<file path="src/rtl/rr_lock_arbiter_if.sv">
// rr_lock_arbiter_if
// Bundles the request/grant handshake between NUM_PORTS requesters and the
// round-robin lock arbiter.
//
// Signals:
//   req_i        requester -> arbiter  NUM_PORTS  level-sensitive requests
//   done_i       requester -> arbiter  1          current owner finished
//   gnt_o        arbiter -> requester  NUM_PORTS  one-hot grant, zero when idle
//   gnt_valid_o  arbiter -> requester  1          high while a grant is held
//   gnt_id_o     arbiter -> requester  ID_W       binary index of the owner
//   timeout_o    arbiter -> requester  1          pulse on forced release
//
// Modports:
//   master  requester side (drives req_i/done_i)
//   slave   arbiter side (drives the grant outputs)
interface rr_lock_arbiter_if #(
  parameter int NUM_PORTS = 4
);
  localparam int ID_W = $clog2(NUM_PORTS);

  logic [NUM_PORTS-1:0] req_i;
  logic                 done_i;
  logic [NUM_PORTS-1:0] gnt_o;
  logic                 gnt_valid_o;
  logic [ID_W-1:0]      gnt_id_o;
  logic                 timeout_o;

  modport master (
    output req_i,
    output done_i,
    input  gnt_o,
    input  gnt_valid_o,
    input  gnt_id_o,
    input  timeout_o
  );

  modport slave (
    input  req_i,
    input  done_i,
    output gnt_o,
    output gnt_valid_o,
    output gnt_id_o,
    output timeout_o
  );
endinterface

</file>
<file path="src/rtl/rr_lock_arbiter.sv">
// rr_lock_arbiter
// Round-robin arbiter that locks the shared resource to one requester until
// that requester signals done_i or drops its request. Every release moves the
// priority pointer just past the previous owner, and one idle cycle always
// separates two grants.
//
// Ports:
//   clk    rising-edge clock
//   reset  asynchronous active-high reset
//   bus    rr_lock_arbiter_if.slave (req_i, done_i in; gnt_o, gnt_valid_o,
//          gnt_id_o, timeout_o out, all outputs registered)
//
// Optional feature:
//   RR_LOCK_ARBITER_TIMEOUT_EN  when defined, a grant held for MAX_HOLD cycles
//                               without release is forcibly released and
//                               timeout_o pulses for that one cycle. When not
//                               defined, grants are held indefinitely and
//                               timeout_o is tied low.
module rr_lock_arbiter #(
  parameter int NUM_PORTS = 4,
  parameter int MAX_HOLD  = 16
) (
  input logic              clk,
  input logic              reset,
  rr_lock_arbiter_if.slave bus
);
  localparam int ID_W = $clog2(NUM_PORTS);

  // Sized copies of the port count so the wrap arithmetic stays width-clean.
  localparam logic [ID_W:0]   NUM_P   = (ID_W+1)'(NUM_PORTS);
  localparam logic [ID_W-1:0] LAST_ID = ID_W'(NUM_PORTS - 1);

  if (NUM_PORTS < 2 || NUM_PORTS > 32 || MAX_HOLD < 2) begin : g_param_check
    $error("rr_lock_arbiter: NUM_PORTS must be 2..32 and MAX_HOLD >= 2");
  end

  typedef enum logic {
    IDLE,
    BUSY
  } state_t;

  state_t          state;
  logic [ID_W-1:0] ptr;

  logic            found;
  logic [ID_W-1:0] winner;
  logic [ID_W:0]   cand;
  logic            owner_release;
  logic            force_release;
  logic [ID_W-1:0] next_ptr;

  // Rotating priority search: walk ptr, ptr+1, ... wrapping at NUM_PORTS and
  // keep the first port that is requesting.
  always_comb begin
    found  = 1'b0;
    winner = '0;
    cand   = '0;
    for (int i = 0; i < NUM_PORTS; i++) begin
      cand = {1'b0, ptr} + (ID_W+1)'(i);
      if (cand >= NUM_P) begin
        cand = cand - NUM_P;
      end
      if (!found && bus.req_i[cand[ID_W-1:0]]) begin
        found  = 1'b1;
        winner = cand[ID_W-1:0];
      end
    end
  end

  // The owner gives the resource back either explicitly or by dropping its
  // request; both look the same to the rest of the logic.
  always_comb begin
    owner_release = bus.done_i || !bus.req_i[bus.gnt_id_o];
    next_ptr      = (bus.gnt_id_o == LAST_ID) ? '0 : bus.gnt_id_o + ID_W'(1);
  end

`ifdef RR_LOCK_ARBITER_TIMEOUT_EN
  localparam int                HC_W      = $clog2(MAX_HOLD + 1);
  localparam logic [HC_W-1:0]   HOLD_LAST = HC_W'(MAX_HOLD - 1);
  localparam logic [HC_W-1:0]   HOLD_MAX  = HC_W'(MAX_HOLD);

  logic [HC_W-1:0] hold_cnt;

  // A forced release only happens when the owner has not released on the same
  // edge, so a coincident done_i is treated as a normal release.
  always_comb begin
    force_release = !owner_release && (hold_cnt == HOLD_LAST);
  end
`else
  always_comb begin
    force_release = 1'b0;
  end

  assign bus.timeout_o = 1'b0;
`endif

  // Single FSM: IDLE arbitrates and grants on the next edge; BUSY holds the
  // grant until a release, then clears everything and advances ptr past the
  // owner so the next IDLE cycle re-arbitrates with rotated priority.
  always_ff @(posedge clk or posedge reset) begin
    if (reset) begin
      state           <= IDLE;
      ptr             <= '0;
      bus.gnt_o       <= '0;
      bus.gnt_valid_o <= 1'b0;
      bus.gnt_id_o    <= '0;
`ifdef RR_LOCK_ARBITER_TIMEOUT_EN
      hold_cnt        <= '0;
      bus.timeout_o   <= 1'b0;
`endif
    end else begin
`ifdef RR_LOCK_ARBITER_TIMEOUT_EN
      bus.timeout_o <= 1'b0;
`endif
      case (state)
        IDLE: begin
          if (found) begin
            state           <= BUSY;
            bus.gnt_o       <= NUM_PORTS'(1) << winner;
            bus.gnt_valid_o <= 1'b1;
            bus.gnt_id_o    <= winner;
`ifdef RR_LOCK_ARBITER_TIMEOUT_EN
            hold_cnt        <= '0;
`endif
          end
        end
        BUSY: begin
          if (owner_release || force_release) begin
            state           <= IDLE;
            ptr             <= next_ptr;
            bus.gnt_o       <= '0;
            bus.gnt_valid_o <= 1'b0;
            bus.gnt_id_o    <= '0;
`ifdef RR_LOCK_ARBITER_TIMEOUT_EN
            bus.timeout_o   <= force_release;
`endif
          end
`ifdef RR_LOCK_ARBITER_TIMEOUT_EN
          else if (hold_cnt != HOLD_MAX) begin
            hold_cnt <= hold_cnt + HC_W'(1);
          end
`endif
        end
        default: begin
          state <= IDLE;
        end
      endcase
    end
  end
endmodule
</file>
<file path="src/flat_wrapper.sv">
// flat-port wrapper written by rule: the top's interface ports become plain ports
module rr_lock_arbiter_flat 
#(
  parameter int NUM_PORTS = 4,
  parameter int MAX_HOLD  = 16
)
  (clk, reset, bus_req_i, bus_done_i, bus_gnt_o, bus_gnt_valid_o, bus_gnt_id_o, bus_timeout_o);
  rr_lock_arbiter_if #(.NUM_PORTS(NUM_PORTS)) bus_i ();
  input logic clk;
  input logic reset;
  input wire logic [$bits(bus_i.req_i)-1:0] bus_req_i;
  input wire logic [$bits(bus_i.done_i)-1:0] bus_done_i;
  output wire logic [$bits(bus_i.gnt_o)-1:0] bus_gnt_o;
  output wire logic [$bits(bus_i.gnt_valid_o)-1:0] bus_gnt_valid_o;
  output wire logic [$bits(bus_i.gnt_id_o)-1:0] bus_gnt_id_o;
  output wire logic [$bits(bus_i.timeout_o)-1:0] bus_timeout_o;
  assign bus_i.req_i = bus_req_i;
  assign bus_i.done_i = bus_done_i;
  assign bus_gnt_o = bus_i.gnt_o;
  assign bus_gnt_valid_o = bus_i.gnt_valid_o;
  assign bus_gnt_id_o = bus_i.gnt_id_o;
  assign bus_timeout_o = bus_i.timeout_o;
  rr_lock_arbiter #(.NUM_PORTS(NUM_PORTS), .MAX_HOLD(MAX_HOLD)) u_core (.clk(clk), .reset(reset), .bus(bus_i));
endmodule
</file>
<file path="config.mk">
export PLATFORM = sky130hd
export DESIGN_NAME = rr_lock_arbiter_flat
export DESIGN_NICKNAME = d
export VERILOG_FILES = /design/src/rtl/rr_lock_arbiter_if.sv /design/src/rtl/rr_lock_arbiter.sv /design/src/flat_wrapper.sv
export SDC_FILE = /design/constraint.sdc
export NUM_CORES = 1
export LEC_CHECK = 0
export CAP_MARGIN = 10
export CORE_MARGIN = 2
export CORE_UTILIZATION = 40
export DETAILED_ROUTE_END_ITERATION = 16
export HOLD_SLACK_MARGIN = 0.05
export PLACE_DENSITY = 0.67
export SLEW_MARGIN = 20
export SYNTH_ARGS = -nofsm -noshare
export SYNTH_HDL_FRONTEND = slang
export SYNTH_SLANG_ARGS = --single-unit
</file>
<file path="constraint.sdc">
create_clock -name clk -period 1.6 [get_ports clk]
set_clock_uncertainty 0.15 [all_clocks]
set_input_delay 0.32 -clock clk [delete_from_list [all_inputs] [get_ports clk]]
set_output_delay 0.32 -clock clk [all_outputs]
set_load 0.02 [all_outputs]
</file>
**Yosys cells after proc, flatten, opt, wreduce, memory -nomap -nowiden**

Index checks and enable logic that the tools add are counted.

- Add/sub/neg operators: 8
- Order comparisons: 9
- Equal/unequal tests: 3
- Shifts and indexed selects: 1
- Muxes and demuxes: 35
- Bitwise operators: 1
- Reduce and logical (&&, ||, !) cells: 10

Operator list:

| cell | count |
|---|---|
| two-way mux 2 bit | 11 |
| < comparator 2 x 3 -> 1 bit, second input constant | 5 |
| two-way mux 1 bit | 13 |
| binary-select mux 1 bit (select 2 bit) | 5 |
| greater-or-equal comparator 3 bit, second input constant | 3 |
| two-way mux 4 bit | 2 |
| one-hot mux 4 bit (2 select lines) | 1 |
| subtractor 2 x 1 -> 2 bit, second input constant | 4 |
| adder 2 x 2 -> 3 bit, second input constant | 2 |
| zero test 1 bit | 4 |
| one-hot mux 1 bit (2 select lines) | 2 |
| one-hot mux 2 bit (2 select lines) | 1 |
| AND reduction 2 bit | 2 |
| << shifter 1 x 2 -> 4 bit, first input constant | 1 |
| adder 2 x 1 -> 3 bit, second input constant | 1 |
| greater-or-equal comparator 2 x 3 -> 1 bit, second input constant | 1 |
| logical AND 1 bit | 3 |
| adder 2 x 1 -> 2 bit, second input constant | 1 |
| == test 2 bit, second input constant | 1 |
| inequality test 2 x 1 -> 1 bit, second input constant | 1 |
| inequality test 2 bit, second input constant | 1 |
| logical OR 1 bit | 1 |
| NOT 1 bit | 1 |

- Register bits after elaboration: 10
- Output and inout port bits: 8
- Word-level logic and storage cells: 72

**Longest topological paths before layout**

Gate-level depths: netlist of run 1.

- Depth after elaboration: 17
- Depth in mapped cells: 5

**Least setup slack after synthesis of run 1**

Ideal clock, no wire load.

- Kind: register to register
- Start point: reg u_core.bus.gnt_id_o[0]
- End point: reg u_core.ptr[0]
- Setup time: 0.125 ns
- Arrival: 1.443 ns
- Required time: 1.325 ns
- Path slack: -0.117 ns
- Stages on the path, launching flop included: 5
- Path buffers: 0
- Period minus slack after synthesis: 1.717 ns
- Cell sequence: dfrtp_1 > mux2i_1 > o21ai_1 > nor2_2 > mux2_2

- Word-level cells in the longest chain between the ends: 5
- Elaborated cells between the ends (all ways): 8
- Classes of those cells: add/sub (1); eq/ne (1); mux (3); reduce/logical (3)

RTL lines:

| item | RTL line | source |
|---|---|---|
| start: declaration | rr_lock_arbiter_if.sv:42 | `output gnt_id_o,` |
| start signal: assignment | rr_lock_arbiter.sv:121 | `bus.gnt_id_o <= winner;` |
| binary-select mux 1 bit (select 2 bit) | rr_lock_arbiter.sv:73 | `owner_release = bus.done_i \|\| !bus.req_i[bus.gnt_id_o];` |
| two-way mux 1 bit (implied by the code) | rr_lock_arbiter.sv:73 |  |
| zero test 1 bit | rr_lock_arbiter.sv:73 |  |
| logical OR 1 bit | rr_lock_arbiter.sv:73 |  |
| AND reduction 2 bit (no source line) | n/a |  |
| end signal: assignment | rr_lock_arbiter.sv:130 | `ptr <= next_ptr;` |
| end: declaration | rr_lock_arbiter.sv:43 | `logic [ID_W-1:0] ptr;` |

Parallel ways exist; a longest one is shown, timed or not. The select of a mux whose other input is x is not followed.
A chain may end at the register's enable or synchronous reset.

**Worst setup path in the final report of run 1**

- Start point: reg u_core.ptr[1]
- End point: reg u_core.bus.gnt_o[1]

- Word-level cells in the longest chain between the ends: 17
- Elaborated cells between the ends (all ways): 42
- Classes of those cells: add/sub (7); order compare (4); eq/ne (1); shift (1); mux (22); reduce/logical (7)

RTL lines:

| item | RTL line | source |
|---|---|---|
| parallel branches: the longest is 17 deep, another holds adder 2 x 1 -> 3 bit | n/a |  |
| end signal: assignment | rr_lock_arbiter.sv:119 | `bus.gnt_o <= NUM_PORTS'(1) << winner;` |
| end: declaration | rr_lock_arbiter_if.sv:40 | `output gnt_o,` |

Several ways; the timed one is not identified. The select of a mux whose other input is x is not followed.

==> reports/results.txt, run 1 <==
Layout area overhead: 41.0%
dominant cell type by area after synthesis: dfrtp_1
Worst EP required: 1.63 ns
Netlist cell types: 24
Core Rows: 13
Fillers: 108
largest net degree at the start of global routing: 14
Antenna Nets Post-Route: 0
gate count of the mapped netlist: 57
Cell Pwr Density: 1860 mW/mm2
RSZ-0062 raised after global routing: yes
Netlist Area Pre-Place: 549 um2
initial core utilization: 0.427
First-pass DRT Iterations: 4
Clock Pin Slew Worst Setup and Hold Paths: 0.06 ns
CTS root buf: clkbuf_4
Final Cycle Share: 0.958
Worst setup SP type: register
via/cell ratio: 5.39
CTS buffer count: 3
layout cells sized above 1: 0.273
Post-CTS Hold Buffers: 0
final core utilization: 0.603
WS Path Type: reg -> reg
routability cong.: 0.712
initial antenna violation count: 0
vias: 496
Sequential Area: 253 um2
WL/cell: 13.3 um
total track usage: 0.173
status: finished, final reports clean
CTS tree: yes
Arrival @ worst endpoint: 1.56 ns
Iteration-0 DRC Markers: 8
pre-CTS WS: -0.366 ns
die width: 41.1 um
first-pass GRT wire length: 1880 um
clock latency on the worst-skew pair: 0.27 ns
final-stage net count: 86
io pins: 15
hold crit path type: in -> async
crit-path cells: buf_4, nand2_1, nor2_1, or3_4, o32ai_2
Max Freq: 652 MHz
clk sink count: 10
die height: 41.1 um
Setup-failing EPs final: 0
Max stage delay on crit path: 0.43 ns
Max Slew Vio Count: 0
Setup crit end kind: register
Final Hold Viols: 0
Lkg Pwr: 0.361 nW
Residual DRC: 0
Yosys Warn Count: 0
grt ovf: 0
sequential-to-total area share from yosys stat: 0.456
share of the synthesized area in the top cell type: 0.456
Antenna diodes: 0
CTS max path bufs: 2
register bit count reported by yosys: 10
MaxCap Viol Count: 0
drt total wl: 1230 um
port buffer count: 13
Die ar.: 0.00169 mm2
Avg Inst Size Synth: 9.64 um2
H-tree levels: 1
Multi-input gate area: 308 um2
DP Wirelength: 833 um
Post-Syn Nets: 65
vias in the first global route: 439
top post-synthesis cells by area: dfrtp_1, o32ai_1, mux2i_1
CORE AREA: 0.00128 mm2
minimum clock period: 1.53 ns
worst-path maximum fanout: 4
Slowest cell on crit path: dfrtp_2
crit path setup slack, layout: 0.0671 ns
Max IR drop VDD: 973 uV
[report_power, final]
group / internal, mW / switching [mW]
logic: 0.378 / 0.407
clock network: 0.0966 / 0.0880
registers: 0.370 / 0.104
total: 0.845 / 0.599
[cell families (layout without fill, tap and decap cells)]
group / after synthesis / in the layout / share of synthesized area
other: 1 / 1 / 0.00683
buffers and inverters: 6 / 26 / 0.0615
AND/OR/NAND/NOR: 19 / 19 / 0.178
AO/OA/AOI/OAI: 15 / 15 / 0.180
adder cells (fa/ha/maj): 1 / 1 / 0.0228
flip-flops: 10 / 10 / 0.456
multiplexers: 5 / 5 / 0.0957
[synthesized netlist by cell type (all sizes together)]
cell    instances
mux2            2
nor3            2
nand2           6
o21a            1
o22a            1
nor2            4
o21ai           3
conb            1
mux2i           3
a21oi           4
nand3           1
or3             1
or2             1
buf             2
nand2b          3
nor4            1
o22ai           2
o32ai           4
inv             4
ha              1
dfrtp          10
[metrics by stage]
stage	power, mW	instance area [um2]	hold WS, ns	TNS [ns]	instances
2_1_floorplan	0.925	551	0.0101	-0.0118	57
3_3_place_gp	1.20	711	0.375	-2.90	87
3_5_place_dp	1.20	711	0.378	-3.02	87
4_1_cts	1.37	739	0.190	0	91
5_1_grt	1.56	774	0.221	-0.142	92
6_report	1.44	774	0.183	0	92
[area by class of cell]
type | count | area share
Tap cell | 15 | 0.0242
Inverter | 4 | 0.0194
Multi-Input combinational cell | 41 | 0.397
Timing Repair Buffer | 18 | 0.199
Sequential cell | 10 | 0.326
Clock buffer | 4 | 0.0339
[final timing paths]
path | start | to | slack (ns) | cells after the start
worst max-delay path | u_core.ptr[1] | u_core.bus.gnt_o[1] | 0.07 | 5
worst min-delay path | reset | u_core.bus.gnt_valid_o | 0.18 | 2
worst max register to register | u_core.ptr[1] | u_core.bus.gnt_o[1] | 0.07 | 5
worst min register to register | u_core.bus.gnt_o[1] | u_core.bus.gnt_o[1] | 0.40 | 2
max in group asynchronous | reset | u_core.ptr[1] | 0.82 | 2
min in group clk | u_core.bus.gnt_o[1] | u_core.bus.gnt_o[1] | 0.40 | 2
[sequential cells by signal, indices dropped and copies added (netlist names)]
| register | cells |
|---|---|
| u_core.bus.gnt_o | 4 |
| u_core.ptr | 2 |
| u_core.bus.gnt_id_o | 2 |
| u_core.state | 1 |
| u_core.bus.gnt_valid_o | 1 |
[metal layers]
| layer | vias up | track usage | wire length, um | part of all wire |
|---|---|---|---|---|
| met5 | - | 0 | 0 | 0 |
| met4 | 0 | 0.0750 | 29 | 0.024 |
| met3 | 2 | 0.0380 | 53 | 0.043 |
| met2 | 13 | 0.254 | 516 | 0.42 |
| met1 | 235 | 0.242 | 626 | 0.51 |
| li1 | 246 | - | - | - |
[critical path, delay by kind of cell, from the launching register on]
family                 cells  cell delay, ns
buffers and inverters      1            0.14
and+or+nand+nor            3            0.51
AOI/OAI and AO/OA          1            0.20
DFF                        1            0.43
[what timing repair did]
action	4_1_cts	5_1_grt
setup endpoints to repair	15	6
gates resized for setup	14	5
cloned	0	0
setup buffers	0	1
pin swaps	0	1
[placed cells by master (no fill, tap or decap)]
cell	synthesis	layout
clkdlybuf4s50_1	0	2
conb_1	1	1
dlygate4sd2_1	0	11
mux2_2	2	2
a21oi_1	4	4
ha_1	1	1
mux2i_1	3	3
nor2_1	3	3
nand2_1	6	6
or2_4	0	1
o22ai_1	2	2
clkbuf_1	0	1
o32ai_2	0	4
nor3_1	2	2
dfrtp_1	10	8
nand3_1	1	1
clkbuf_4	0	3
o21ai_0	2	2
nor4_2	0	1
nor2_2	1	1
o21a_1	1	1
buf_4	1	5
inv_1	4	4
o21ai_2	0	1
o22a_1	1	1
or3_4	1	1
nand2b_1	3	3
dfrtp_2	0	2
Power figures use the tool's default switching activity.
==> run 2: changes to the inputs <==
Settings changed: CTS_CLUSTER_SIZE set to 40.
==> results of run 2 <==
No change in the layout: final DEF, timing and power equal those of run 1.
==> run 3: changes to the inputs <==
Settings changed: MAX_ROUTING_LAYER set to met4.
==> reports/results.txt, run 3 (synthesis gave the netlist of run 1 again) <==
die height: 41.1 um
met1 wire length: 615 um
io pins: 15
first-pass GRT wire length: 1860 um
hold crit path type: in -> async
crit path setup slack, layout: 0.0714 ns
final std cells w/o fill: 92
Fillers: 108
Top delay family on crit path: flip-flops
Worst setup SP type: register
CTS max path bufs: 2
H-tree levels: 1
routed wl met2: 510 um
CTS buffer count: 3
drt total wl: 1200 um
Core Rows: 13
worst-path maximum fanout: 6
commonest non-fill, non-tap cell in the layout: dlygate4sd2_1
CTS tree: yes
Setup-failing EPs final: 0
vias in the first global route: 444
crit-path cells: dlygate4sd2_1
total track usage: 0.176
Multi-input gate area: 308 um2
First-pass DRT Iterations: 2
Sequential Area: 253 um2
Worst EP required: 1.13 ns
status: finished, final reports clean
MaxCap Viol Count: 0
Biggest register: u_core.bus.gnt_o
port buffer count: 13
Max Freq: 654 MHz
DP Wirelength: 833 um
largest net degree at the start of global routing: 14
routability cong.: 0.721
Cell Pwr Density: 1860 mW/mm2
clock latency on the worst-skew pair: 0.27 ns
Clock Pin Slew Worst Setup and Hold Paths: 0.06 ns
Max stage delay on crit path: 0.45 ns
minimum clock period: 1.53 ns
final-stage net count: 86
Max Slew Vio Count: 0
most frequent cells in the layout: dlygate4sd2_1, dfrtp_1, nand2_1, buf_4
Inst Count DP: 87
grt ovf: 0
Layout area overhead: 41.0%
Residual DRC: 0
Setup crit end kind: output pin
Arrival @ worst endpoint: 1.06 ns
via/cell ratio: 5.34
Antenna Nets Post-Route: 0
biggest regs: u_core.bus.gnt_o (4), u_core.bus.gnt_id_o (2), u_core.ptr (2)
Slowest cell on crit path: dfrtp_2
RSZ-0062 raised after global routing: yes
initial core utilization: 0.427
WS Path Type: reg -> out
final core utilization: 0.603
max FFs per register: 4
layout cells sized above 1: 0.273
Max IR drop VDD: 970 uV
vias: 491
initial antenna violation count: 0
CORE AREA: 0.00128 mm2
Iteration-0 DRC Markers: 6
CTS root buf: clkbuf_4
Die ar.: 0.00169 mm2
Lkg Pwr: 0.361 nW
Antenna diodes: 0
die width: 41.1 um
Final Cycle Share: 0.955
pre-CTS WS: -0.366 ns
highest metal used: met4
CP bufs+invs: 1
Final Hold Viols: 0
met3 routed wirelength: 45 um
setup TNS: 0 ns
clk sink count: 10
WL/cell: 13.0 um
run 3: layout make-up:
class,instances,area share
inverter,4,0.0194
clock buffer,4,0.0339
tap,15,0.0242
sequential,10,0.326
multi-input combinational,41,0.397
timing repair buffer,18,0.199
run 3: metrics by stage:
stage	hold slack [ns]	area, um2	total power [mW]
2_1_floorplan	0.0101	551	0.925
3_3_place_gp	0.375	711	1.20
3_5_place_dp	0.378	711	1.20
4_1_cts	0.190	739	1.37
5_1_grt	0.221	774	1.56
6_report	0.179	774	1.44
run 3: repair_timing:
action,CTS,global route
buffers inserted,0,1
endpoints found under the setup margin,15,6
pin swaps,0,1
hold buffers,0,0
resized for setup,14,5
run 3: path summary, 6_finish.rpt:
path	start	end	slack [ns]	cells past startpoint
min in group clk	u_core.bus.gnt_o[1]	u_core.bus.gnt_o[1]	0.40	2
worst min-delay path	reset	u_core.bus.gnt_valid_o	0.18	2
worst max-delay path	u_core.bus.gnt_id_o[0]	bus_gnt_id_o[0]	0.07	1
worst min register to register	u_core.bus.gnt_o[1]	u_core.bus.gnt_o[1]	0.40	2
max in group asynchronous	reset	u_core.ptr[1]	0.83	2
worst max register to register	u_core.ptr[1]	u_core.bus.gnt_o[1]	0.07	5
run 3: power by group:
group          switching (mW)  internal (mW)  total (mW)
logic                   0.405          0.378       0.783
registers               0.104          0.370       0.473
clock network          0.0895         0.0967       0.186
run 3: layer usage:
layer	GRT usage	up-vias
met5	-	-
met4	0.0750	0
met3	0.0326	2
met2	0.258	13
met1	0.235	231
li1	-	245
